`config.mk`:
```
export PLATFORM = sky130hd
export DESIGN_NAME = alu_mdu_seq
export DESIGN_NICKNAME = d
export VERILOG_FILES = /design/src/rtl/alu_mdu_seq.sv
export SDC_FILE = /design/constraint.sdc
export NUM_CORES = 1
export LEC_CHECK = 0
export CORE_ASPECT_RATIO = 1.2
export CORE_UTILIZATION = 45
export CTS_CLUSTER_SIZE = 8
export DETAILED_ROUTE_END_ITERATION = 6
export PLACE_DENSITY_LB_ADDON = 0.12
export SLEW_MARGIN = 25
export SYNTH_ARGS = -nofsm -noshare
export SYNTH_HDL_FRONTEND = slang
export SYNTH_SLANG_ARGS = --single-unit
```
`constraint.sdc`:
```
create_clock -name clk -period 16.6 [get_ports clk]
set_input_delay 3.32 -clock clk [delete_from_list [all_inputs] [get_ports clk]]
set_output_delay 3.32 -clock clk [all_outputs]
set_load 0.005 [all_outputs]
```
`src/rtl/alu_mdu_seq.sv`:
```
// Execute-stage RV32I ALU with an iterative RV32M multiply/divide unit, registered result and start/done handshake.
// Define ALU_MDU_FLUSH_EN to add a flush input that aborts an in-flight multiply/divide.
module alu_mdu_seq #(
  parameter  int XLEN = 32,
  localparam int SHW  = $clog2(XLEN)
) (
  input  logic            clk,
  input  logic            reset,
`ifdef ALU_MDU_FLUSH_EN
  input  logic            flush,
`endif
  input  logic            start,
  input  logic [4:0]      op,
  input  logic [XLEN-1:0] a,
  input  logic [XLEN-1:0] b,
  output logic            busy,
  output logic            done,
  output logic [XLEN-1:0] result,
  output logic            zero
);

  typedef enum logic [1:0] {S_IDLE, S_MUL, S_DIV} state_e;

  state_e              state_q, state_d;
  logic [XLEN-1:0]     result_q, result_d;
  logic                zero_q, done_q, done_d;
  logic [SHW-1:0]      cnt_q, cnt_d;
  logic [1:0]          mop_q, mop_d;
  logic                neg_q, neg_d;
  logic [2*XLEN-1:0]   acc_q, acc_d;
  logic [XLEN-1:0]     opnd_q, opnd_d;
  logic                flush_c;

`ifdef ALU_MDU_FLUSH_EN
  assign flush_c = flush;
`else
  assign flush_c = 1'b0;
`endif

  localparam logic [XLEN-1:0] MIN_NEG = {1'b1, {(XLEN-1){1'b0}}};

  // Base-group result; every unlisted code passes A through.
  logic [XLEN-1:0] alu_res;
  logic [SHW-1:0]  shamt;
  assign shamt = b[SHW-1:0];
  always_comb begin
    case (op)
      5'd0:    alu_res = a + b;
      5'd1:    alu_res = a - b;
      5'd2:    alu_res = a ^ b;
      5'd3:    alu_res = a | b;
      5'd4:    alu_res = a & b;
      5'd5:    alu_res = a << shamt;
      5'd6:    alu_res = a >> shamt;
      5'd7:    alu_res = $signed(a) >>> shamt;
      5'd8:    alu_res = {{(XLEN-1){1'b0}}, $signed(a) < $signed(b)};
      5'd9:    alu_res = {{(XLEN-1){1'b0}}, a < b};
      default: alu_res = a;
    endcase
  end

  // Operand capture: op[2:0] within the M group selects signedness of each operand.
  logic            a_signed, b_signed, sa, sb;
  logic [XLEN-1:0] mag_a, mag_b;
  assign a_signed = (op[2:0] == 3'd1) || (op[2:0] == 3'd2) || (op[2:0] == 3'd4) || (op[2:0] == 3'd6);
  assign b_signed = (op[2:0] == 3'd1) || (op[2:0] == 3'd4) || (op[2:0] == 3'd6);
  assign sa       = a_signed & a[XLEN-1];
  assign sb       = b_signed & b[XLEN-1];
  assign mag_a    = sa ? -a : a;
  assign mag_b    = sb ? -b : b;

  // Shift-add step: acc = {partial_hi, multiplier_lo}, multiplicand in opnd_q.
  logic [XLEN:0]     mul_sum;
  logic [2*XLEN-1:0] mul_next, mul_fix;
  assign mul_sum  = {1'b0, acc_q[2*XLEN-1:XLEN]} + (acc_q[0] ? {1'b0, opnd_q} : '0);
  assign mul_next = {mul_sum, acc_q[XLEN-1:1]};
  assign mul_fix  = neg_q ? -mul_next : mul_next;

  // Restoring step: acc = {remainder, dividend/quotient}, divisor in opnd_q.
  logic [XLEN:0]     div_shift, div_diff;
  logic              div_ok;
  logic [2*XLEN-1:0] div_next;
  logic [XLEN-1:0]   div_sel;
  assign div_shift = {acc_q[2*XLEN-1:XLEN], acc_q[XLEN-1]};
  assign div_diff  = div_shift - {1'b0, opnd_q};
  assign div_ok    = ~div_diff[XLEN];
  assign div_next  = {div_ok ? div_diff[XLEN-1:0] : div_shift[XLEN-1:0], acc_q[XLEN-2:0], div_ok};
  assign div_sel   = mop_q[1] ? div_next[2*XLEN-1:XLEN] : div_next[XLEN-1:0];

  logic div_by_zero, div_ovf;
  assign div_by_zero = (b == '0);
  assign div_ovf     = !op[0] && (a == MIN_NEG) && (&b);

  // NOTE: every always_comb output gets a default first, so no path can infer a latch.
  always_comb begin
    state_d  = state_q;
    result_d = result_q;
    done_d   = 1'b0;
    cnt_d    = cnt_q;
    mop_d    = mop_q;
    neg_d    = neg_q;
    acc_d    = acc_q;
    opnd_d   = opnd_q;
    case (state_q)
      S_IDLE: begin
        if (start && !flush_c) begin
          if (!op[4] || op[3]) begin
            result_d = alu_res;
            done_d   = 1'b1;
          end else if (op[2] && (div_by_zero || div_ovf)) begin
            if (div_by_zero) result_d = op[1] ? a : '1;
            else             result_d = op[1] ? '0 : a;
            done_d = 1'b1;
          end else begin
            mop_d   = op[1:0];
            cnt_d   = '0;
            neg_d   = (op[2:0] == 3'd2 || op[2:0] == 3'd6) ? sa :
                      (op[2:0] == 3'd1 || op[2:0] == 3'd4) ? (sa ^ sb) : 1'b0;
            state_d = op[2] ? S_DIV : S_MUL;
            acc_d   = op[2] ? {{XLEN{1'b0}}, mag_a} : {{XLEN{1'b0}}, mag_b};
            opnd_d  = op[2] ? mag_b : mag_a;
          end
        end
      end
      S_MUL: begin
        acc_d = mul_next;
        cnt_d = cnt_q + 1'b1;
        if (flush_c) begin
          state_d = S_IDLE;
        end else if (&cnt_q) begin
          result_d = (mop_q == 2'd0) ? mul_fix[XLEN-1:0] : mul_fix[2*XLEN-1:XLEN];
          done_d   = 1'b1;
          state_d  = S_IDLE;
        end
      end
      S_DIV: begin
        acc_d = div_next;
        cnt_d = cnt_q + 1'b1;
        if (flush_c) begin
          state_d = S_IDLE;
        end else if (&cnt_q) begin
          result_d = neg_q ? -div_sel : div_sel;
          done_d   = 1'b1;
          state_d  = S_IDLE;
        end
      end
      default: state_d = S_IDLE;
    endcase
  end

  // NOTE: sequential state uses non-blocking assignments so every register samples pre-edge values.
  always_ff @(posedge clk or posedge reset) begin
    if (reset) begin
      state_q  <= S_IDLE;
      result_q <= '0;
      zero_q   <= 1'b1;
      done_q   <= 1'b0;
    end else begin
      state_q  <= state_d;
      result_q <= result_d;
      zero_q   <= (result_d == '0);
      done_q   <= done_d;
    end
  end

  // NOTE: datapath registers are left unreset; they are always loaded at capture before being read.
  always_ff @(posedge clk) begin
    cnt_q  <= cnt_d;
    mop_q  <= mop_d;
    neg_q  <= neg_d;
    acc_q  <= acc_d;
    opnd_q <= opnd_d;
  end

  assign busy   = (state_q != S_IDLE);
  assign done   = done_q;
  assign result = result_q;
  assign zero   = zero_q;

endmodule

```
======== Yosys cells after proc, flatten, opt, wreduce, memory -nomap -nowiden ========
Cells that the tools add are included.
word-level totals
  bits in registers ....................... 140
  bits in latches ......................... 0
  memory bits (writable) .................. 0
  memory bits (read-only) ................. 0
  input port bits ......................... 72
  output and inout bits ................... 35
  word-level logic and storage cells ...... 121
  memories ................................ 0
cells by class
  add/subtract/negate cells ............... 9
  multiply operators ...................... 0
  divide/modulo/power cells ............... 0
  order comparisons ....................... 2
  eq/ne operators ......................... 20
  shifts and indexed selects .............. 3
  muxes and demuxes ....................... 41
  bitwise gates (word level) .............. 9
  reductions and logical operators ........ 28
operators with widths
  operator              count
  $mux 32               17
  $pmux 32 s10          1
  $mux 64               4
  $pmux 64 s3           1
  $neg 32->32           3
  $pmux 32 s3           1
  $logic_not 32->1      2
  $lt 32x32->1          2
  $neg 64->64           1
  $add 32x32->33        1
  $sub 33x32->33        1
  $add 32x32->32        1
  $and 32x32->32        1
  $eq 32x32->1 const B  1
  $or 32x32->32         1
  $reduce_and 32->1     1
  $shl 32x5->32         1
  $shr 32x5->32         1
  $sshr 32x5->32        1
  $sub 32x32->32        1
  $xor 32x32->32        1
  $eq 5x3->1 const B    4
  $reduce_and 4->1      4
  $mux 5                3
  other kinds (28)      57

======== Depth between registers and ports, before layout ========
Gate-level depths: netlist of the first run.
  depth in word-level cells ............... 11
  gate-level depth with buffers ........... 24
  depth with buffers taken out ............ 19

======== Worst setup path before layout of the first run ========
OpenSTA, ideal clock, no wires.
  path kind ............................... input to register
  from .................................... input b[0]
  to ...................................... register acc_q[0], enable pin
  library setup time ...................... 426 ps
  arrival ................................. 10,253 ps
  required time ........................... 16,174 ps
  path slack .............................. 5,922 ps
  cell stages on the path ................. 14
  path through ............................ clkbuf_1 -> buf_1 -> buf_2 -> buf_2 -> buf_2 -> buf_1 -> inv_1 -> ha_1 -> or3b_2 -> nor4_1 -> nand4_1 -> o22ai_1 -> nor3_1 -> a21o_1
on the way
  longest elaborated chain between the ends .. 6
  elaborated cells on any way between the ends .. 7
  those cells by class .................... eq/ne (1); reduce/logical (6)
RTL lines
  what                                   RTL line  source
  start: declaration                     15        input logic [XLEN-1:0] b,
  $reduce_and 32->1                      92        assign div_ovf = !op[0] && (a == MIN_NEG) && (&b);
  $logic_and 1x1->1                      92
  $logic_or 1x1->1 (*)                   110       end else if (op[2] && (div_by_zero || div_ovf)) begin
  $logic_and 1x1->1 (*)                  110
  $ne 2x2->1 (no source line) (*)        n/a
  $reduce_and 4->1 (no source line) (*)  n/a
  end signal: assignment                 171       acc_q <= acc_d;
  end: declaration                       30        logic [2*XLEN-1:0] acc_q, acc_d;
Every way passes the cells marked *; elsewhere a longest branch is shown, timed or not.
A chain may end at the register's enable or synchronous reset.

======== Worst setup path after layout of the first run ========
  from .................................... input a[7]
  to ...................................... register zero_q (netlist: zero)
on the way
  longest elaborated chain between the ends .. 10
  elaborated cells on any way between the ends .. 24
  those cells by class .................... add/sub (2); order compare (2); eq/ne (1); shift (3); mux (8); bitwise (3); reduce/logical (5)
RTL lines
  what                                                  RTL line  source
  start: declaration                                    14        input logic [XLEN-1:0] a,
  branches (longest 6 deep; another with $lt 32x32->1)  n/a
  $mux 32 (*)                                           107       if (!op[4] || op[3]) begin
  $mux 32 (*)                                           106       if (start && !flush_c) begin
  $pmux 32 s3 (*)                                       104       case (state_q)
  named net result_d[0]                                 25        logic [XLEN-1:0] result_q, result_d;
  $logic_not 32->1 (*)                                  161       zero_q <= (result_d == '0);
  end signal: assignment                                161
  end: declaration                                      26        logic zero_q, done_q, done_d;
Mark *: on every way through the listed nets, which the timed path passes.

==> results of run 1 <==
through the flow:
step,cell area [um^2],setup WS (ps),total power [mW]
after floorplan,26220,5922,2.534
after global placement,27760,6379,3.437
after detailed placement,27770,6332,3.472
after CTS,28380,6788,3.904
after global routing,28400,6462,4.224
final,28410,6650,4.046
state kept, by name, indices dropped and copies added, names as in the netlist:
signal / flops
acc_q: 64
opnd_q: 32
result: 32
cnt_q: 5
mop_q: 2
state_q: 2
done: 1
neg_q: 1
zero: 1
cells in the mapped netlist (50+ instances only):
cell / instances
a211oi_1: 57
a21oi_1: 295
a221oi_1: 54
a22oi_1: 53
a31oi_1: 65
and2_1: 55
clkbuf_1: 242
edfxtp_1: 104
ha_1: 171
inv_1: 163
mux2_2: 50
mux2i_1: 87
nand2_1: 334
nand3_1: 85
nand4_1: 54
nor2_1: 338
nor3_1: 83
o21ai_0: 249
o31ai_1: 53
xnor2_1: 130
xor2_1: 63
logic make-up after synthesis:
kind of cell    after synthesis
simple gates               1192
compound gates             1254
buf+inv                     451
xor+xnor                    193
flops                       140
fa+ha+maj                   175
mux                         181
power groups by stage:
stage | combinational [mW] | clock, mW | sequential [mW]
5_1_grt | 3.03 | 0.422 | 0.768
4_1_cts | 2.74 | 0.411 | 0.754
2_1_floorplan | 1.88 | 0 | 0.655
6_report | 2.87 | 0.413 | 0.760
3_5_place_dp | 2.71 | 0 | 0.759
3_3_place_gp | 2.68 | 0 | 0.758
layer usage:
metal | up-vias | routed length [um]
met5 | - | 0
met4 | 0 | 14950
met3 | 663 | 13650
met2 | 2408 | 65070
met1 | 14920 | 49790
li1 | 13410 | -
worst max-delay path by stage:
stage / end / slack, ps / cells after the start
global route: zero / 6460 / 18
finish: zero / 6650 / 18
detailed placement: zero / 6330 / 18
global placement: zero / 6380 / 18
CTS: zero / 6790 / 18
floorplan: acc_q[0] / 5920 / 14
worst max-delay path: cells and delay by family:
family | cells | cell delay [ps]
and+or+nand+nor | 7 | 3040
AOI/OAI and AO/OA | 8 | 2210
adders and majority gates | 1 | 500
buffers and inverters | 2 | 1220
layout make-up:
class,instances,share of cell area
repair buffers,191,0.05919
diodes,4,0.0003523
multi-input cells,2995,0.7228
clock buffers,21,0.01735
flip-flops and latches,140,0.1417
well taps,735,0.03237
inverters,167,0.02206
clock inverters,11,0.004184
==> impl_summary.log, run 1 <==
INFO  metric result_of_the_run = complete, but fails checks
INFO  metric violations = DRC
INFO  metric net_sw_power = 2.278 mW
INFO  metric clock_power_share = 0.102
INFO  metric layout.cells.most_common_list = nor2_1, nand2_1, a21oi_1
INFO  metric synth_area_leaders = edfxtp_1, ha_1, a21oi_1
INFO  metric first_pass_iters = 7
INFO  metric layoutNonFillerInstCount = 4,264
INFO  metric hold-path-endpoint = cnt_q[0]
INFO  metric seq_area_frac_synth = 0.1535
INFO  metric muxShareOfSynthArea = 0.09247
INFO  metric fp.dieW = 222.4 um
INFO  metric layout-drive-gt1-share = 0.08255
INFO  metric synth-compound-area-share = 0.3198
INFO  metric share_seq_of_total_power = 0.188
INFO  metric fin_worst_skew = 18.83 ps
INFO  metric via_per_inst = 7.365
INFO  metric synth-xor-area-share = 0.06446
INFO  metric cts.clk_slew.worst_paths = 70 ps
INFO  metric die-area = 0.05925 mm^2
INFO  metric postCtsResizedCells = 0
INFO  metric flow.area_growth_from_synthesis = 8.350%
INFO  metric worst_r2r_path_depth = 19
INFO  metric worst_path_largest_cell_delay = 930 ps
INFO  metric hold_path_class = flop to flop
INFO  metric worst-r2r-setup-slack = 8620 ps
INFO  metric period_share = 0.5994
INFO  metric place_inst = 4,227
INFO  metric placement.io_buffers = 106
INFO  metric netlist_instances = 3,586
INFO  metric timing_worst_setup_path_type = primary input to flop
INFO  metric power_report.internal_total = 1.768 mW
INFO  metric postSynthNetCount = 3,833
INFO  metric gpl.final_weighted_congestion = 1.076
INFO  metric maximum_number_of_pins_on_one_net_before_global_route_repair = 90
INFO  metric synth_edf_count = 104
INFO  metric timing_worst_slew_pin_value = 1120 ps
INFO  metric tritoncts.num_buffers = 17
INFO  metric combinationalPowerShare = 0.710
INFO  metric core_region_area = 0.05742 mm^2
INFO  metric grt_pass1_wl = 206,000 um
INFO  metric design.portCount = 107
INFO  metric yosys.area_share.adder = 0.08465
INFO  metric hold_path_startpoint = cnt_q[0]
INFO  metric global_route.usage.met3 = 0.07959
INFO  metric ctsLongestPathBuffers = 2
INFO  metric cts_max_level = 4
INFO  metric netSwitchingFraction = 0.5630
INFO  metric synth_top_flop_cell = edfxtp_1
INFO  metric gr-usage-all-layers = 0.4723
INFO  metric worstPathCellList = clkdlybuf4s50_1 > inv_1 > ha_1 > nor4_1 > nand2_1 > a31oi_1 > a21oi_1 > a311o_1 > a311o_1 > a211oi_1 > o211ai_1 > a2111oi_0 > o2111ai_1 > nor4_1 > or3b_2 > or4_1 > or4_1 > nor4b_2
INFO  metric detail_route.drc_violations = 1
INFO  metric grt_remaining_overflow = 0
INFO  metric critPathSlowestCell = clkdlybuf4s50_1
INFO  metric routed-via-count = 31.41k
INFO  metric cp.arrival = 10,310 ps
INFO  metric setup-tns-final = 0 ps
INFO  metric grt_pass1_vias = 29.85k
INFO  metric layout_min_cycle_time = 9950 ps
INFO  metric finalHoldViolCount = 0
INFO  metric grt_use_met1 = 0.5357
INFO  metric cp-end-kind = flop
INFO  metric yosys.cell_types.count = 97
INFO  metric sequential_cell_area = 0.004025 mm^2
INFO  metric synth.largest_area_cell = edfxtp_1
INFO  metric worst_hold_path.num_cells = 1
INFO  metric avgRoutedWirePerCell = 33.64 um
INFO  metric mostFrequentLayoutCell = nor2_1
INFO  metric timing.rr.end = zero
INFO  metric grt_antenna_before_repair = 5
INFO  metric yosys_warnings = 0
INFO  metric final_core_utilization = 0.4949
INFO  metric drt_iter0_drcs = 4,600
INFO  metric synth.top_cell.area_share = 0.1191
INFO  metric fp.dieH = 266.4 um
INFO  metric hold_slack = 605.8 ps
INFO  metric async_flop_share = 0.2571
INFO  metric effective_utilization_at_floorplan = 0.4567
INFO  metric ys_ff_latch = 140
INFO  metric gr-max-usage-layer = met2
INFO  metric critical_r2r_launch = acc_q[31]
INFO  metric power.density_cell_area = 142.4 mW/mm^2
INFO  metric synthesis.area_per_instance = 7.313 um^2
INFO  metric worst_max_slew_margin_expressed_relative_to_the_limit = 0.2517
INFO  metric final.fill_count = 5,743
INFO  metric power_leakage = 10.71 nW
INFO  metric synth_top_family_by_area = compound AO/OA/AOI/OAI gates
INFO  metric clk_latency = 460 ps
INFO  metric ant_nets = 0
INFO  metric clk_root_buffer_cell = clkbuf_16
INFO  metric worst_setup_path_startpoint = a[7]
INFO  metric detail_route.wirelength = 143,500 um
INFO  metric slew_violations = 0
INFO  metric count_of_max_cap_constraint_violations = 0
INFO  metric vdd.ir_drop.worst = 0.1145 mV
INFO  metric hpwlAfterDp = 111,500 um
INFO  metric synthSimpleGateAreaFrac = 0.2194
INFO  metric cts.hold.buffers_added = 0
INFO  metric grt_util_met2 = 0.7719
INFO  metric post_cts.repair.setup_buffers = 0
INFO  metric cp_max_fo = 14
INFO  metric clock.fmax = 100.5 MHz
INFO  metric finish.net_count = 3,759
INFO  metric grt_setup_unrepaired = false
INFO  metric netlist_area = 0.02622 mm^2
INFO  metric area_taken_by_multi_input_logic_gates = 0.02054 mm^2
INFO  metric floorplan.rows = 96
INFO  metric startpoint_type = primary input
INFO  metric crit_required = 16,960 ps
INFO  metric cts_tree = yes
INFO  metric setup-violations-final = 0
INFO  metric clock_sinks = 140
(Power assumes the default switching activity.)
==> run 2: changes to the inputs <==
==> constraint.sdc (replaced) <==
create_clock -name clk -period 9.8 [get_ports clk]
set_input_delay 1.96 -clock clk [delete_from_list [all_inputs] [get_ports clk]]
set_output_delay 1.96 -clock clk [all_outputs]
set_load 0.005 [all_outputs]
==> run 2 against run 1 <==
  * The run still ends with DRC left
  * Clock skew decreased by 2.1 ps
  * Critical path depth increased by 2
  * Clock power increased by 57%
  * Wire length increased by 2.7%
  * Clock-buffer cell count decreased by 4
  * Combinational power increased by 72%
  * Critical path type unchanged
  * Highest routed layer is now met5
  * Global-route usage increased by 1.2 points
  * Sequential cell count unchanged
==> impl_summary.log, run 2 (synthesis gave the netlist of run 1 again) <==
INFO  metric buffering_stage_count_on_the_worst_path_with_inverters_included = 3 (was 2)
INFO  metric cts.clk_slew.worst_paths = 70 ps (about the same)
INFO  metric worst_path_largest_cell_delay = 730 ps (was 930 ps)
INFO  metric clock.fmax = 120.3 MHz
INFO  metric clk_root_buffer_cell = clkbuf_16 (unchanged)
INFO  metric timing_worst_slew_pin_value = 1327 ps (was 1120 ps)
INFO  metric cp-end-kind = flop (unchanged)
INFO  metric core_region_area = 0.05742 mm^2 (unchanged)
INFO  metric power_report.internal_total = 2.947 mW (was 1.768 mW)
INFO  metric period_share = 0.8480
INFO  metric vdd.ir_drop.worst = 0.2018 mV (was 0.1145 mV)
INFO  metric count_of_max_cap_constraint_violations = 0 (unchanged)
INFO  metric placed_area = 0.02796 mm^2 (was 0.02777 mm^2)
INFO  metric timing_worst_setup_path_type = primary input to flop (unchanged)
INFO  metric detail_route.wirelength = 147,300 um (was 143,500 um)
INFO  metric tritoncts.num_buffers = 17 (unchanged)
INFO  metric maximum_number_of_pins_on_one_net_before_global_route_repair = 87 (was 90)
INFO  metric violations = DRC (unchanged)
INFO  metric critical_r2r_launch = acc_q[31] (unchanged)
INFO  metric via_per_inst = 7.485 (was 7.365)
INFO  metric detail_route.drc_violations = 16 (was 1)
INFO  metric mostFrequentLayoutCell = nor2_1 (unchanged)
INFO  metric ant_nets = 0 (unchanged)
INFO  metric cp.arrival = 8680 ps (was 10,310 ps)
INFO  metric die-area = 0.05925 mm^2 (unchanged)
INFO  metric gpl.final_weighted_congestion = 1.122 (was 1.076)
INFO  metric effective_utilization_at_floorplan = 0.4567 (unchanged)
INFO  metric layout_min_cycle_time = 8310 ps
INFO  metric fp.dieH = 266.4 um (unchanged)
INFO  metric first_pass_iters = 7 (unchanged)
INFO  metric sequential_cell_area = 0.004025 mm^2 (unchanged)
INFO  metric fin_area = 0.02856 mm^2 (was 0.02841 mm^2)
INFO  metric power.density_cell_area = 241.0 mW/mm^2 (was 142.4 mW/mm^2)
INFO  metric max_flop_register = acc_q (unchanged)
INFO  metric fin_worst_skew = 16.71 ps (was 18.83 ps)
INFO  metric placement.io_buffers = 106 (unchanged)
INFO  metric cp_max_fo = 9 (was 14)
INFO  metric avgRoutedWirePerCell = 34.34 um (was 33.64 um)
INFO  metric setup-tns-final = 0 ps (unchanged)
INFO  metric postCtsResizedCells = 0 (unchanged)
INFO  metric finalHoldViolCount = 0 (unchanged)
INFO  metric post_cts.repair.setup_buffers = 0 (unchanged)
INFO  metric cts_tree = yes (unchanged)
INFO  metric slew_violations = 0 (unchanged)
INFO  metric power_leakage = 10.81 nW (was 10.71 nW)
INFO  metric hold-path-endpoint = cnt_q[0] (unchanged)
INFO  metric layout.cells.most_common_list = nor2_1, nand2_1, a21oi_1 (unchanged)
INFO  metric floorplan.rows = 96 (unchanged)
INFO  metric share_seq_of_total_power = 0.190 (was 0.188)
INFO  metric area_taken_by_multi_input_logic_gates = 0.02055 mm^2 (was 0.02054 mm^2)
INFO  metric final.fill_count = 5,675 (was 5,743)
INFO  metric grt_antenna_before_repair = 8 (was 5)
INFO  metric worst_r2r_path_depth = 21 (was 19)
INFO  metric startpoint_type = primary input (unchanged)
INFO  metric grt_pass1_vias = 30.49k (was 29.85k)
INFO  metric grt_remaining_overflow = 0 (unchanged)
INFO  metric cts_max_level = 4 (unchanged)
INFO  metric finish.net_count = 3,783 (was 3,759)
INFO  metric drt_iter0_drcs = 5,058 (was 4,600)
INFO  metric critPathSlowestCell = clkdlybuf4s50_1 (unchanged)
INFO  metric critical_path.top_delay_family = simple AND/OR/NAND/NOR gates (unchanged)
INFO  metric gr-usage-all-layers = 0.4843 (was 0.4723)
INFO  metric clock_sinks = 140 (unchanged)
INFO  metric clk_latency = 460 ps (about the same)
INFO  metric hold_path_class = flop to flop (unchanged)
INFO  metric flow.area_growth_from_synthesis = 8.918% (was 8.350%)
INFO  metric ctsLongestPathBuffers = 2 (unchanged)
INFO  metric number_of_flip_flops_in_the_largest_register = 64 (unchanged)
INFO  metric hold_slack = 602.2 ps (was 605.8 ps)
INFO  metric routed-via-count = 32.11k (was 31.41k)
INFO  metric fp.dieW = 222.4 um (unchanged)
INFO  metric netSwitchingFraction = 0.5719 (was 0.5630)
INFO  metric clock_power_share = 0.094 (was 0.102)
INFO  metric worst-r2r-setup-slack = 1830 ps (was 8620 ps)
INFO  metric crit_required = 10,170 ps (was 16,960 ps)
INFO  metric grt_pass1_wl = 210,200 um (was 206,000 um)
INFO  metric layout-drive-gt1-share = 0.08876 (was 0.08255)
INFO  metric worst_max_slew_margin_expressed_relative_to_the_limit = 0.1057 (was 0.2517)
INFO  metric result_of_the_run = complete, but fails checks (unchanged)
INFO  metric combinationalPowerShare = 0.716 (was 0.710)
INFO  metric timing.rr.end = zero (unchanged)
INFO  metric grt_setup_unrepaired = false (unchanged)
INFO  metric worst_hold_path.num_cells = 1 (unchanged)
INFO  metric design.portCount = 107 (unchanged)
INFO  metric worstPathCellList = clkdlybuf4s50_1 > inv_1 > ha_1 > inv_1 > fa_1 > nor2b_1 > o21ai_0 > a31oi_1 > a21oi_1 > o211ai_1 > a31oi_1 > o21bai_1 > nand2_1 > a32o_1 > a211o_1 > nor4bb_1 > or4bb_1 > or4_1 > or4_1 > nor4b_2 (was clkdlybuf4s50_1 > inv_1 > ha_1 > nor4_1 > nand2_1 > a31oi_1 > a21oi_1 > a311o_1 > a311o_1 > a211oi_1 > o211ai_1 > a2111oi_0 > o2111ai_1 > nor4_1 > or3b_2 > or4_1 > or4_1 > nor4b_2)
INFO  metric setup-violations-final = 0 (unchanged)
INFO  metric cts.hold.buffers_added = 0 (unchanged)
INFO  metric hold_path_startpoint = cnt_q[0] (unchanged)
INFO  metric hpwlAfterDp = 114,800 um (was 111,500 um)
INFO  metric net_sw_power = 3.937 mW (was 2.278 mW)
run 2: cell types whose count changed in the layout (fill, tap and decap cells not counted), sizes merged:
cell and delta:
buf +24, bufinv -1, clkbuf -4, clkinv -1, clkinvlp +1, diode +1
inv +5
run 2: metrics by stage:
step	utilization	power [mW]	cells	setup slack, ps
after global routing	0.4974	7.155	4287	1444
after floorplan	-	4.292	3586	481.9
final	0.4975	6.884	4289	1490
after CTS	0.4967	6.594	4283	1837
after global placement	0.4870	5.842	4251	1455
after detailed placement	0.4870	5.926	4251	1410
run 2: area by class of cell:
cell class,instances,share of cell area
multi-input combinational,2995,0.7194
clock inverter,15,0.004556
sequential,140,0.1409
clock buffer,17,0.01489
inverter,167,0.02195
antenna,5,0.0004381
tap,735,0.03220
timing repair buffer,215,0.06562
run 2: worst reg2reg max path: stages, from the launching register on:
cell and delay [ps]:
edfxtp_1 440, inv_1 190, ha_1 270, inv_1 70, fa_1 230, a211oi_1 130, o211a_1 240, nor3_1 670
o21a_1 550, nor3_2 70, buf_4 220, nor2_2 670, buf_4 400, mux2_2 400, mux2_2 360, nor4_2 470
mux2i_1 160, nor4bb_1 620, or4bb_1 560, or4_1 480, or4_1 440, nor4b_2 260
run 2: power by group through the flow:
stage / Combinational, mW / Sequential (mW) / Clock, mW
after global placement: 4.55 / 1.30 / 0
after global routing: 5.18 / 1.32 / 0.663
final: 4.93 / 1.31 / 0.649
after detailed placement: 4.62 / 1.30 / 0
after floorplan: 3.18 / 1.11 / 0
after CTS: 4.66 / 1.29 / 0.638
run 2: how the worst max path moves through the flow:
stage | startpoint | to | depth (start not counted)
after global placement | a[7] | zero | 18
after CTS | a[0] | zero | 20
after detailed placement | a[0] | zero | 20
after floorplan | b[0] | acc_q[0] | 14
after global routing | a[7] | zero | 18
final | a[0] | zero | 20
run 2: per-layer routing:
metal | vias up | GRT usage | routed length [um]
li1 | 13450 | - | -
met2 | 2745 | 0.7885 | 65600
met4 | 4 | 0.4334 | 16140
met1 | 15080 | 0.5334 | 49500
met5 | - | 0 | 31
met3 | 826 | 0.1046 | 16010
